## config.mk

```make
export PLATFORM = sky130hd
export DESIGN_NAME = demux_rr_nlane
export DESIGN_NICKNAME = d
export VERILOG_FILES = /design/src/rtl/demux_pkg.sv /design/src/rtl/demux_lane_reg.sv /design/src/rtl/demux_rr_nlane.sv
export SDC_FILE = /design/constraint.sdc
export NUM_CORES = 1
export LEC_CHECK = 0
export BUFFER_PORTS_ARGS = -buffer_cell sky130_fd_sc_hd__buf_4
export CAP_MARGIN = 20
export CORE_MARGIN = 8
export CORE_UTILIZATION = 35
export DETAILED_ROUTE_END_ITERATION = 8
export GPL_TIMING_DRIVEN = 0
export PLACE_DENSITY = 0.63
export RECOVER_POWER = 25
export SLEW_MARGIN = 40
export SYNTH_ARGS = -nofsm -noshare
export SYNTH_HDL_FRONTEND = slang
export SYNTH_SLANG_ARGS = --single-unit
```

## constraint.sdc

```tcl
create_clock -name clk -period 1.45 [get_ports clk]
set_input_delay 0.29 -clock clk [delete_from_list [all_inputs] [get_ports clk]]
set_output_delay 0.29 -clock clk [all_outputs]
set_load 0.01 [all_outputs]
```

## src/rtl/demux_pkg.sv

```systemverilog
//------------------------------------------------------------------------------
// demux_pkg : shared mode encoding, default sizes and pointer wrap helper
// Rev 1.0
//------------------------------------------------------------------------------
`default_nettype none

package demux_pkg;

  typedef enum logic {
    MODE_SEL = 1'b0,
    MODE_RR  = 1'b1
  } mode_e;

  localparam int DEF_DATA_W = 8;
  localparam int DEF_LANES  = 2;

  // Wraps at the lane count, not at a power of two.
  function automatic int unsigned next_ptr(input int unsigned ptr, input int unsigned lanes);
    return (ptr + 32'd1 >= lanes) ? 32'd0 : ptr + 32'd1;
  endfunction

endpackage

`default_nettype wire

```

## src/rtl/demux_lane_reg.sv

```systemverilog
//------------------------------------------------------------------------------
// demux_lane_reg : one-entry valid/ready output register for a single lane
// Macro DEMUX_HOLD_EN: keep last word on drain instead of clearing it.
// Rev 1.0
//------------------------------------------------------------------------------
`default_nettype none

module demux_lane_reg #(
  parameter int DATA_W = 8
) (
  input  logic              clk,
  input  logic              reset,
  input  logic              i_load,
  input  logic [DATA_W-1:0] i_data,
  input  logic              i_ready,
  output logic              o_valid,
  output logic [DATA_W-1:0] o_data
);

  logic              r_valid;
  logic [DATA_W-1:0] r_data;
  logic              w_drain;

  assign w_drain = r_valid && i_ready;

  // Load wins over drain so a drain+reload cycle keeps valid high with no bubble.
  always_ff @(posedge clk) begin
    if (reset) begin
      r_valid <= 1'b0;
      r_data  <= '0;
    end else if (i_load) begin
      r_valid <= 1'b1;
      r_data  <= i_data;
    end else if (w_drain) begin
      r_valid <= 1'b0;
`ifdef DEMUX_HOLD_EN
      r_data  <= r_data;
`else
      r_data  <= '0;
`endif
    end
  end

  assign o_valid = r_valid;
  assign o_data  = r_data;

endmodule

`default_nettype wire

```

## src/rtl/demux_rr_nlane.sv

```systemverilog
//------------------------------------------------------------------------------
// demux_rr_nlane : 1-to-LANES valid/ready demux, round-robin or selector routed
// Macro DEMUX_HOLD_EN (in demux_lane_reg): drained lanes hold their last word.
// Rev 1.0
//------------------------------------------------------------------------------
`default_nettype none

module demux_rr_nlane
  import demux_pkg::*;
#(
  parameter  int DATA_W = DEF_DATA_W,
  parameter  int LANES  = DEF_LANES,
  localparam int SEL_W  = $clog2(LANES)
) (
  input  logic                    clk,
  input  logic                    reset,
  input  logic                    mode_rr,
  input  logic [SEL_W-1:0]        selector,
  input  logic                    in_valid,
  input  logic [DATA_W-1:0]       in_data,
  output logic                    in_ready,
  output logic [LANES-1:0]        out_valid,
  output logic [LANES*DATA_W-1:0] out_data,
  input  logic [LANES-1:0]        out_ready,
  output logic [SEL_W-1:0]        lane_ptr,
  output logic                    err_sel
);

  logic [SEL_W-1:0] r_ptr;
  logic             r_err;
  logic [SEL_W-1:0] w_tgt;
  logic             w_in_range;
  logic             w_tgt_free;
  logic             w_accept;
  logic [LANES-1:0] w_load;

  assign w_tgt = (mode_e'(mode_rr) == MODE_RR) ? r_ptr : selector;

  // An out-of-range target is always "free": the word is swallowed and flagged.
  always_comb begin
    w_in_range = 1'b0;
    w_tgt_free = 1'b1;
    w_load     = '0;
    for (int k = 0; k < LANES; k++) begin
      if (w_tgt == SEL_W'(k)) begin
        w_in_range = 1'b1;
        w_tgt_free = !out_valid[k] || out_ready[k];
      end
    end
    for (int k = 0; k < LANES; k++) begin
      w_load[k] = w_accept && (w_tgt == SEL_W'(k));
    end
  end

  assign in_ready = !reset && w_tgt_free;
  assign w_accept = in_valid && in_ready;

  always_ff @(posedge clk) begin
    if (reset) begin
      r_ptr <= '0;
      r_err <= 1'b0;
    end else begin
      r_err <= w_accept && !w_in_range;
      if (w_accept && (mode_e'(mode_rr) == MODE_RR)) begin
        r_ptr <= SEL_W'(next_ptr(32'(r_ptr), LANES));
      end
    end
  end

  assign lane_ptr = r_ptr;
  assign err_sel  = r_err;

  generate
    for (genvar k = 0; k < LANES; k++) begin : g_lane
      demux_lane_reg #(
        .DATA_W (DATA_W)
      ) u_lane (
        .clk     (clk),
        .reset   (reset),
        .i_load  (w_load[k]),
        .i_data  (in_data),
        .i_ready (out_ready[k]),
        .o_valid (out_valid[k]),
        .o_data  (out_data[k*DATA_W +: DATA_W])
      );
    end
  endgenerate

endmodule

`default_nettype wire

```

==> out/summary.txt <==
Peak Freq -> 662.9 MHz
Crit-path cells -> mux2i_2, mux2i_1, nor2_1, buf_4
Commonest non-fill, non-tap cells in the layout -> buf_4 (34), mux2i_1 (17), dfxtp_1 (17)
CP endpoint -> in_ready
Worst r2r src -> lane_ptr
Total wire length -> 2.061 mm
PnR worst setup slack -> -0.05862 ns
Num CTS Buffers -> 3
Synth Net Count -> 95
Post-route insts no fill -> 152
Total grt overflow -> 0
DR vias -> 693
Setup violators final -> 1
Post-Synthesis Cells -> 80
Vias in the first global route -> 796
Area Growth Syn to Fin -> 41.14%
Sum Neg Setup Slack -> -0.05862 ns
Final period util -> 104.0%
Required time of the critical path -> 1.16 ns
Port Buffers -> 34
HPWL Detailed -> 1.550 mm
Cell Area, Synth -> 812.0 um2
Clk_skew -> 0.005700 ns
Gr usage total -> 10.26%
Max_cap viols -> 0
Commonest non-fill, non-tap cell in the layout -> buf_4
Ports -> 36
Reg2reg path depth -> 6
Post-synth cell types -> 17
Violated checks -> negative setup slack
Die area -> 4117 um2
# DRC -> 0
Final Wtd Congestion -> 0.6693
Reg-to-reg endpoint -> g_lane[1].u_lane.o_data[1]
Global-route wire length before repair -> 3.415 mm
Synthesis Warnings -> 0
Status -> finished, violations left
Post-route ant nets -> 0
Multi-input gate area -> 396.6 um2
Hold Slack -> 0.2735 ns
Hold Path Origin -> in_data[4]
Initial antenna violation count -> 0
Sequential-to-total area share from yosys stat -> 46.84%
CP max stage cell -> dfxtp_2
Avg Cell Area, Syn -> 10.15 um2
Arr. time, crit path -> 1.22 ns
FP Rows -> 17
WS Path Type -> reg -> out
Die H -> 64.17 um
CP max stage delay -> 0.34 ns
DR WL/cell -> 13.56 um
Storage cell area -> 382.9 um2
Worst setup SP type -> flip-flop
CP startpoint -> lane_ptr
Iteration count of the initial detailed-routing pass -> 4
Worst-path fanout max -> 2
Post-route minimum period -> 1.509 ns
Root Buffer -> clkbuf_4
DP Worst Slack -> 0.07168 ns
Layout fillers -> 230
Vias/cell -> 4.559
Hold Vio Cnt, Final -> 0
Relative slew slack -> 53.42%
CTS H-tree lvls -> 1
Starting DRT DRC Count -> 9
Pwr dens -> 920.4 nW/um2
Max-slew violation count -> 0
Layout cells sized above 1 -> 37.10%
NumNets Final -> 140
Starting Density -> 36.71%
Clk_lat worst skew -> 0.29 ns
Die width -> 64.17 um
Worst-Margin Slew -> 0.6987 ns
Crit end category -> primary output
Clk sinks -> 19
Clk slew on worst S/H paths -> 0.11 ns
Hold/Removal Path Class -> in -> reg
R2R Setup Slk -> 0.09 ns
Yosys reg bits -> 19
N_diodes -> 0
Largest net degree at the start of global routing -> 12
Crit path buffers/inverters -> 1
Peak VDD IR -> 0.5607 mV
CTS tree -> yes
RSZ-0062 raised after global routing -> yes
Largest delay share family, worst path -> multiplexers
Critical path depth -> 4
Static Leak -> 0.5740 nW
Placed Cells -> 142
Longest Clk Path Bufs -> 2
CTS Hold Bufs -> 0
Core area -> 2212 um2
## power by group
part / switching, mW / total [mW] / internal (mW)
logic: 0.105 / 0.226 / 0.122
registers: 0.0163 / 0.570 / 0.554
clock network: 0.156 / 0.258 / 0.102
## registers in the layout, indices dropped and copies added (netlist names)
register / count
g_lane.u_lane.o_data: 16
g_lane.u_lane.o_valid: 2
lane_ptr: 1
## timing repair
action	4_1_cts	5_1_grt
setup buffers	7	0
pin swaps	0	0
cloned	0	1
gates resized for setup	3	0
endpoints found under the setup margin	1	19
## worst min path at each step
stage | endpoint | slack (ns) | cells after the start
3_5_place_dp | g_lane[1].u_lane.o_data[3] | 0.46 | 2
3_3_place_gp | g_lane[1].u_lane.o_data[0] | 0.45 | 2
5_1_grt | g_lane[1].u_lane.o_data[7] | 0.27 | 3
6_report | g_lane[0].u_lane.o_data[4] | 0.27 | 3
4_1_cts | g_lane[0].u_lane.o_data[4] | 0.27 | 3
2_1_floorplan | g_lane[0].u_lane.o_data[0] | 0.47 | 2
## synth_stat cells
library cell  count  area [um2]
dfxtp_1          19       380.4
mux2i_1          17       170.2
nand2_1          16       60.06
nand2b_1          9       56.30
a21oi_1           4       20.02
buf_4             3       22.52
buf_6             2       22.52
a31oi_1           1       6.260
and4_2            1       10.01
clkbuf_1          1       3.750
conb_1            1       3.750
mux2i_2           1       13.76
nand3_1           1       5.000
nand3b_4          1       20.02
nor2_1            1       3.750
nor3_1            1       5.000
or2b_2            1       8.760
## worst reg2reg max path: cells and delay by family (launching register included)
kind	cells	cell delay (ns)
and+or+nand+nor	1	0.29
DFF	1	0.35
muxes	2	0.24
buffers and inverters	3	0.39
## layer usage
metal  up-vias  track usage (%)  part of all wire [%]
met1       313            10.42                    42
met3         4            4.007                   6.4
met5         -                0                     0
met2        22            18.32                    50
met4         0            4.360                   1.6
li1        354                -                     -
## cell type report
type / instances / share of cell area, %
clock buffers: 3 / 1.965
plain buffers: 5 / 3.275
repair buffers: 40 / 23.25
flip-flops and latches: 19 / 33.41
clock inverters: 1 / 0.4367
multi-input cells: 56 / 34.61
well taps: 28 / 3.057
## through the flow
stage / cell area, um2 / power (mW) / utilization, %
global placement: 1102 / 0.8012 / 49.83
CTS: 1187 / 1.083 / 53.68
detailed placement: 1102 / 0.8052 / 49.83
floorplan: 812.0 / 0.6963 / -
global route: 1146 / 1.114 / 51.81
finish: 1146 / 1.055 / 51.81
## logic make-up after synthesis
group / synth area share (%)
AO/OA/AOI/OAI: 3.236
other: 0.4618
multiplexers: 22.65
flip-flops: 46.84
AND/OR/NAND/NOR: 20.80
buffers and inverters: 6.008
(Power assumes the default switching activity.)
